**config.mk**
```make
export PLATFORM = sky130hd
export DESIGN_NAME = ft_bus_arbiter
export DESIGN_NICKNAME = d
export VERILOG_FILES = /design/src/rtl/ft_bus_arbiter.sv
export SDC_FILE = /design/constraint.sdc
export NUM_CORES = 1
export LEC_CHECK = 0
export CORE_MARGIN = 2
export CORE_UTILIZATION = 32
export DETAILED_ROUTE_END_ITERATION = 10
export PLACE_DENSITY = 0.8
export SETUP_SLACK_MARGIN = 0.4
export SYNTH_ARGS = -nofsm -noshare
export SYNTH_HDL_FRONTEND = slang
export SYNTH_SLANG_ARGS = --single-unit
```
**constraint.sdc**
```tcl
create_clock -name ft_clk -period 2.1 [get_ports ft_clk]
set_input_delay 0.63 -clock ft_clk [delete_from_list [all_inputs] [get_ports ft_clk]]
set_output_delay 0.63 -clock ft_clk [all_outputs]
set_load 0.01 [all_outputs]
```
**src/rtl/ft_bus_arbiter.sv**
```systemverilog
// ft_bus_arbiter: half-duplex FT600 245-sync bus scheduler (RX/TX burst arbitration with turnaround).
// Define FT_ARB_STATS_EN to add rx_count/tx_count/grant_count statistics outputs.
module ft_bus_arbiter #(
    parameter int DATA_W    = 16,
    parameter int MAX_BURST = 64
) (
    input  logic                ft_clk,
    input  logic                rst,
    input  logic                ft_rxf_n,
    input  logic                ft_txe_n,
    input  logic [DATA_W-1:0]   ft_data_i,
    output logic [DATA_W-1:0]   ft_data_o,
    output logic                ft_data_oe,
    output logic [DATA_W/8-1:0] ft_be_o,
    output logic                ft_oe_n,
    output logic                ft_rd_n,
    output logic                ft_wr_n,
    input  logic [DATA_W-1:0]   tx_data,
    input  logic                tx_valid,
    output logic                tx_ready,
    output logic [DATA_W-1:0]   rx_data,
    output logic                rx_valid,
    input  logic                rx_ready,
    output logic                busy
`ifdef FT_ARB_STATS_EN
    ,
    output logic [31:0]         rx_count,
    output logic [31:0]         tx_count,
    output logic [15:0]         grant_count
`endif
);
    localparam int CW = $clog2(MAX_BURST + 1);

    typedef enum logic [2:0] {IDLE, RD_OE, RD, TURN, WR} state_t;

    state_t        state_q, state_d;
    logic          last_rx_q, last_rx_d;
    logic [CW-1:0] cnt_q, cnt_d;
    logic          rx_pend, tx_pend, rx_xfer, tx_xfer, last_word;

    assign rx_pend   = !ft_rxf_n && rx_ready;
    assign tx_pend   = !ft_txe_n && tx_valid;
    assign rx_xfer   = state_q == RD && rx_pend;
    assign tx_xfer   = state_q == WR && tx_pend;
    assign last_word = cnt_q == CW'(MAX_BURST - 1);

    always_comb begin
        state_d   = state_q;
        last_rx_d = last_rx_q;
        cnt_d     = (rx_xfer || tx_xfer) ? cnt_q + CW'(1) : cnt_q;
        case (state_q)
            IDLE: begin
                // On a tie the direction not served last wins
                if (rx_pend && (!tx_pend || !last_rx_q)) begin
                    state_d   = RD_OE;
                    last_rx_d = 1'b1;
                    cnt_d     = '0;
                end else if (tx_pend) begin
                    state_d   = WR;
                    last_rx_d = 1'b0;
                    cnt_d     = '0;
                end
            end
            RD_OE:   state_d = RD;
            RD:      state_d = (!rx_pend || last_word) ? TURN : RD;
            TURN:    state_d = IDLE;
            WR:      state_d = (!tx_pend || last_word) ? IDLE : WR;
            default: state_d = IDLE;
        endcase
    end

    always_ff @(posedge ft_clk or posedge rst) begin
        if (rst) begin
            state_q   <= IDLE;
            last_rx_q <= 1'b0;
            cnt_q     <= '0;
        end else begin
            state_q   <= state_d;
            last_rx_q <= last_rx_d;
            cnt_q     <= cnt_d;
        end
    end

    // Strobes decode straight from state so an async reset releases the bus at once
    assign ft_oe_n    = !(state_q == RD_OE || state_q == RD);
    assign ft_rd_n    = !rx_xfer;
    assign ft_wr_n    = !tx_xfer;
    assign ft_data_oe = state_q == WR;
    assign ft_data_o  = ft_data_oe ? tx_data : '0;
    assign ft_be_o    = '1;
    assign rx_valid   = rx_xfer;
    assign rx_data    = ft_data_i;
    assign tx_ready   = tx_xfer;
    assign busy       = state_q != IDLE;

`ifdef FT_ARB_STATS_EN
    logic [31:0] rx_count_q, rx_count_d, tx_count_q, tx_count_d;
    logic [15:0] grant_count_q, grant_count_d;

    always_comb begin
        rx_count_d    = rx_count_q + 32'(rx_xfer);
        tx_count_d    = tx_count_q + 32'(tx_xfer);
        grant_count_d = grant_count_q + 16'(state_q == IDLE && state_d != IDLE);
    end

    always_ff @(posedge ft_clk or posedge rst) begin
        if (rst) begin
            rx_count_q    <= '0;
            tx_count_q    <= '0;
            grant_count_q <= '0;
        end else begin
            rx_count_q    <= rx_count_d;
            tx_count_q    <= tx_count_d;
            grant_count_q <= grant_count_d;
        end
    end

    assign rx_count    = rx_count_q;
    assign tx_count    = tx_count_q;
    assign grant_count = grant_count_q;
`endif
endmodule
```
After elaboration in Yosys (flattened, before gate mapping). Index checks and enable logic that the tools add are counted.

Register bits: 11. Bits of input ports: 38. Output and inout port bits: 41. Word-level logic and storage cells: 43.

$add $sub $neg: 1. Equal/unequal tests: 5. Multiplexer cells: 12. Reduce and logical (&&, ||, !) cells: 22.

Operator list (count): 7-bit 2-to-1 mux (4); 16-bit 2-to-1 mux (1); 3-bit case mux with 4 select lines (1); 3-bit 2-to-1 mux (3); 1-bit logical NOT (8); 7-bit by 1-bit adder with 7-bit output, second input constant (1); 7-bit by 6-bit equality test with 1-bit output, second input constant (1); 1-bit logical AND (5); 1-bit logical OR (5); 3-bit by 1-bit equality test with 1-bit output, second input constant (1); 3-bit by 2-bit equality test with 1-bit output, second input constant (1); 3-bit equality test, second input constant (1); 3-bit logical NOT (1); 1-bit 2-to-1 mux (3); 3-bit != test, second input constant (1); 3-bit nonzero test (1); 2-bit AND reduction (1); 2-bit nonzero test (1).

Longest topological paths before layout. Gate-level depths: netlist (run 1).

Word-level depth: 8. Depth in mapped cells: 6. Mapped depth without buffers: 5.

Worst setup path before layout (run 1). No wires, ideal clock.

Path kind: input-to-output. From: input rx_ready. To: output ft_rd_n. Arrival time: 1191 ps. Required time: 1470 ps. Path slack: 279 ps. Stages on the path: 3. Path buffers: 0. Path through: nor2b_1 and3_2 inv_1.

Longest elaborated chain between the ends: 3.

RTL lines: start: declaration (line 23) `input logic rx_ready,`; 1-bit logical AND (line 41) `assign rx_pend = !ft_rxf_n && rx_ready;`; 1-bit logical AND (line 43) `assign rx_xfer = state_q == RD && rx_pend;`; via rx_valid (line 22) `output logic rx_valid,`; 1-bit logical NOT (line 86) `assign ft_rd_n = !rx_xfer;`; end: declaration (line 16) `output logic ft_rd_n,`.

The timed path passes the listed nets, and every way through them passes these cells.

Worst setup path after layout (run 1).
From: register state_q[0]. To: output ft_data_o[0].

Longest elaborated chain between the ends: 2.

RTL lines: start: declaration (line 36) `state_t state_q, state_d;`; start signal: assignment (line 78) `state_q <= state_d;`; 3-bit equality test (line 88) `assign ft_data_oe = state_q == WR;`; 16-bit 2-to-1 mux (line 89) `assign ft_data_o = ft_data_oe ? tx_data : '0;`; end: declaration (line 12) `output logic [DATA_W-1:0] ft_data_o,`.

No other way between the ends.

==> flow_results.xml, run 1 <==
<?xml version="1.0" encoding="UTF-8"?>
<metrics>
  <group name="clocking">
    <metric name="path_clk_slew" unit="ps">70</metric>
    <metric name="clockRootBuffer" unit="">sky130_fd_sc_hd__clkbuf_4</metric>
    <metric name="hold_buffers" unit="">0</metric>
    <metric name="worstSkewPairLatency" unit="ps">270</metric>
    <metric name="clock_tree.buffer_depth" unit="">2</metric>
    <metric name="tritoncts_clock_tree" unit="">built</metric>
    <metric name="cts.htree.levels" unit="">1</metric>
    <metric name="tritoncts_buffers" unit="">3</metric>
    <metric name="sink_count_of_the_clock_tree" unit="">11</metric>
  </group>
  <group name="sta">
    <metric name="slew_viol_final" unit="">0</metric>
    <metric name="clock-skew-final" unit="ps">2.606</metric>
    <metric name="timing.final.ws_setup" unit="ps">-14.88</metric>
    <metric name="rsz0062_at_grt" unit="">true</metric>
    <metric name="post-route-period-util" unit="%">100.7</metric>
    <metric name="setup_viol_count_final" unit="">5</metric>
    <metric name="fmaxAchievable" unit="MHz">472.8</metric>
    <metric name="hold_violations" unit="">0</metric>
    <metric name="timing.final.crit_period" unit="ps">2115</metric>
  </group>
  <group name="critical_path">
    <metric name="timing.setup.critical_path_class" unit="">reg -&gt; out</metric>
    <metric name="r2r-start" unit="">state_q[2]$_DFFE_PP0P_</metric>
    <metric name="critical_path.max_fanout" unit="">6</metric>
    <metric name="timing.critical_path.to_type" unit="">primary output</metric>
    <metric name="crit_path_start_kind" unit="">flip-flop</metric>
    <metric name="arrival_time_at_the_worst_endpoint" unit="ps">1480</metric>
    <metric name="critical_path_origin" unit="">state_q[0]$_DFFE_PP0P_</metric>
    <metric name="worstPathRequired" unit="ps">1470</metric>
  </group>
  <group name="yosys">
    <metric name="postSynthCellCount" unit="">102</metric>
    <metric name="avgSynthCellArea" unit="um^2">9.126</metric>
    <metric name="synth.ff_latch_count" unit="">11</metric>
    <metric name="most_frequent_cells_after_synthesis" unit="">18 x sky130_fd_sc_hd__and2_1, 18 x sky130_fd_sc_hd__buf_4, 11 x sky130_fd_sc_hd__dfrtp_1</metric>
    <metric name="yosysSeqAreaShare" unit="%">29.57</metric>
    <metric name="post-synth-top-area-fraction" unit="%">29.57</metric>
    <metric name="synth_async_sr_flop_share" unit="%">100.0</metric>
    <metric name="syn_area" unit="um^2">930.9</metric>
    <metric name="synth_ff_type" unit="">sky130_fd_sc_hd__dfrtp_1</metric>
    <metric name="synth.area.top_cells" unit="">sky130_fd_sc_hd__dfrtp_1 30%, sky130_fd_sc_hd__buf_4 15%, sky130_fd_sc_hd__and2_1 12%</metric>
    <metric name="yosysUniqueCellTypes" unit="">36</metric>
    <metric name="synth-edff-count" unit="">0</metric>
    <metric name="ys_warn_count" unit="">0</metric>
    <metric name="synth_top_area_cell" unit="">sky130_fd_sc_hd__dfrtp_1</metric>
  </group>
  <group name="floorplan">
    <metric name="initial_utilization" unit="%">33.76</metric>
    <metric name="std_cell_rows" unit="">19</metric>
    <metric name="floorplan.die.height" unit="um">57.94</metric>
    <metric name="die_area" unit="um^2">3356</metric>
    <metric name="coreArea" unit="um^2">2758</metric>
    <metric name="die_width" unit="um">57.94</metric>
    <metric name="boundary_pins" unit="">79</metric>
  </group>
  <group name="placed_design">
    <metric name="placement.io_buffers" unit="">44</metric>
    <metric name="gp_congestion" unit="">0.7183</metric>
    <metric name="placement.cell_area" unit="um^2">1368</metric>
    <metric name="place_inst" unit="">168</metric>
    <metric name="dp_hpwl" unit="mm">1.812</metric>
  </group>
  <group name="routing">
    <metric name="dr.pass1.iters" unit="">4</metric>
    <metric name="vias" unit="">924</metric>
    <metric name="routed_via_density" unit="">4.995</metric>
    <metric name="remaining_number_of_nets_flagged_by_the_antenna_check_after_routing" unit="">0</metric>
    <metric name="routed_wire_length_per_instance" unit="um">14.59</metric>
    <metric name="routed_wl" unit="mm">2.699</metric>
    <metric name="drt_iter0_markers" unit="">19</metric>
    <metric name="detail_route.drc_violations" unit="">0</metric>
  </group>
  <group name="global_route">
    <metric name="gr-usage-all-layers" unit="%">15.63</metric>
    <metric name="grt_pass1_vias" unit="">849</metric>
    <metric name="grt_start_max_net_pins" unit="">12</metric>
    <metric name="grt_pass1_wl" unit="mm">4.050</metric>
    <metric name="total_gr_overflow" unit="">0</metric>
    <metric name="number_of_antenna_violations_at_the_first_check_in_global_routing" unit="">0</metric>
  </group>
  <group name="run">
    <metric name="max_cap_viol_count" unit="">0</metric>
  </group>
  <group name="min_path">
    <metric name="hold_path.startpoint" unit="">last_rx_q$_DFFE_PP0P_</metric>
    <metric name="hold_class" unit="">reg -&gt; reg</metric>
  </group>
  <group name="power_and_ir_drop">
    <metric name="powerDensity" unit="nW/um^2">912.6</metric>
    <metric name="leakage" unit="uW">0.0007740</metric>
    <metric name="ir_drop" unit="mV">0.6343</metric>
  </group>
  <group name="outcome">
    <metric name="run_status" unit="">finished with violations</metric>
    <metric name="violations_in_the_final_reports" unit="">setup timing</metric>
  </group>
  <group name="finish">
    <metric name="fillers" unit="">225</metric>
    <metric name="inserted_diodes" unit="">0</metric>
    <metric name="final_cell_count_no_fill" unit="">185</metric>
    <metric name="area_delta_synth_final" unit="%">74.60</metric>
    <metric name="layout-drive-gt1-share" unit="%">54.55</metric>
    <metric name="area_of_all_placed_cells_without_fillers" unit="um^2">1625</metric>
    <metric name="layout.nets" unit="">194</metric>
  </group>
</metrics>
==> where the power goes <==
| group | internal (uW) | switching [uW] |
|---|---|---|
| logic | 604 | 420 |
| clock network | 70.5 | 78.0 |
| registers | 265 | 46.1 |
| total | 939 | 544 |
==> cell usage in the layout (no fill, tap or decap), types with 2 or more instances in the layout <==
cell and n:
sky130_fd_sc_hd__clkbuf_4 3, sky130_fd_sc_hd__and2_4 13, sky130_fd_sc_hd__o21ai_0 5, sky130_fd_sc_hd__nor2b_4 2, sky130_fd_sc_hd__dlygate4sd2_1 4, sky130_fd_sc_hd__buf_4 8
sky130_fd_sc_hd__dfrtp_1 10, sky130_fd_sc_hd__buf_2 3, sky130_fd_sc_hd__clkdlybuf4s50_1 17, sky130_fd_sc_hd__nand3_1 2, sky130_fd_sc_hd__inv_1 4, sky130_fd_sc_hd__inv_2 2
sky130_fd_sc_hd__xnor2_1 2, sky130_fd_sc_hd__and2_1 5, sky130_fd_sc_hd__conb_1 2, sky130_fd_sc_hd__and4bb_4 2, sky130_fd_sc_hd__nand2_1 5, sky130_fd_sc_hd__buf_6 31
==> what timing repair did <==
action | in CTS | in global routing
buffers inserted | 9 | 2
gates cloned | 2 | 0
pin swaps | 9 | 10
setup endpoints to repair | 27 | 23
resized for setup | 120 | 25
==> critical path, cell delays in order (launching register included) <==
cell and delay (ps):
sky130_fd_sc_hd__dfrtp_1 420, sky130_fd_sc_hd__nor3b_4 240, sky130_fd_sc_hd__buf_6 130, sky130_fd_sc_hd__buf_6 110
sky130_fd_sc_hd__buf_6 90, sky130_fd_sc_hd__and2_4 130, sky130_fd_sc_hd__buf_6 90
==> metrics by stage <==
| step | util [%] | total power [uW] | TNS, ps | hold WS [ps] | setup WS [ps] |
|---|---|---|---|---|---|
| 4_1_cts | 54.67 | 1316 | 0 | 494.3 | 10.63 |
| 6_report | 58.94 | 1483 | -56.96 | 496.0 | -14.88 |
| 3_5_place_dp | 49.59 | 1030 | -6100 | 479.8 | -554.0 |
| 2_1_floorplan | - | 736.6 | 0 | 451.0 | 356.5 |
| 3_3_place_gp | 49.59 | 1014 | -5956 | 465.1 | -537.0 |
| 5_1_grt | 58.94 | 1578 | -429.8 | 512.4 | -63.73 |
==> routing by layer <==
layer | vias up | global-route usage (%) | wire length (um)
met5 | - | 0 | 0
met4 | 0 | 6.645 | 31
met3 | 10 | 4.018 | 244
met2 | 45 | 27.76 | 1433
met1 | 436 | 17.60 | 990
li1 | 433 | - | -
==> kinds of logic (layout without fill, tap and decap cells) <==
logic type	Yosys count	in the layout	synth area share (%)
AO/OA/AOI/OAI	17	17	15.46
XOR/XNOR	3	3	2.823
adder cells (fa/ha/maj)	1	1	1.344
buffers and inverters	26	77	18.01
flip-flops	11	11	29.57
multiplexers	1	1	1.075
other	1	2	0.4028
AND/OR/NAND/NOR	42	42	31.32
==> area by class of cell <==
| class | count | area, um^2 | share of cell area (%) |
|---|---|---|---|
| Sequential cell | 11 | 276.5 | 17.01 |
| Timing Repair Buffer | 67 | 670.6 | 41.26 |
| Inverter | 6 | 22.52 | 1.386 |
| Tap cell | 31 | 38.79 | 2.386 |
| Clock buffer | 3 | 22.52 | 1.386 |
| Multi-Input combinational cell | 66 | 589.3 | 36.26 |
| Clock inverter | 1 | 5.005 | 0.3079 |
==> state kept, by name, summed over array words and instances, names as in the netlist <==
signal     cells
cnt_q          7
last_rx_q      1
state_q        3
==> worst paths after layout <==
kind,cells after the start,slack [ps],endpoint
setup / recovery,6,-10,ft_data_o[0]
hold / removal,1,500,last_rx_q$_DFFE_PP0P_
setup reg to reg,7,430,cnt_q[5]$_DFF_PP0_
hold reg to reg,1,500,last_rx_q$_DFFE_PP0P_
max in group asynchronous,2,1120,state_q[2]$_DFFE_PP0P_
min in group asynchronous,2,660,cnt_q[4]$_DFF_PP0_
No activity file was read; power rests on OpenSTA's default activity.
==> run 2, diff against run 1 <==
CTS_CLUSTER_SIZE = 14   (was unset)
==> results of run 2 <==
No change in the layout: final DEF, timing and power equal those of run 1.
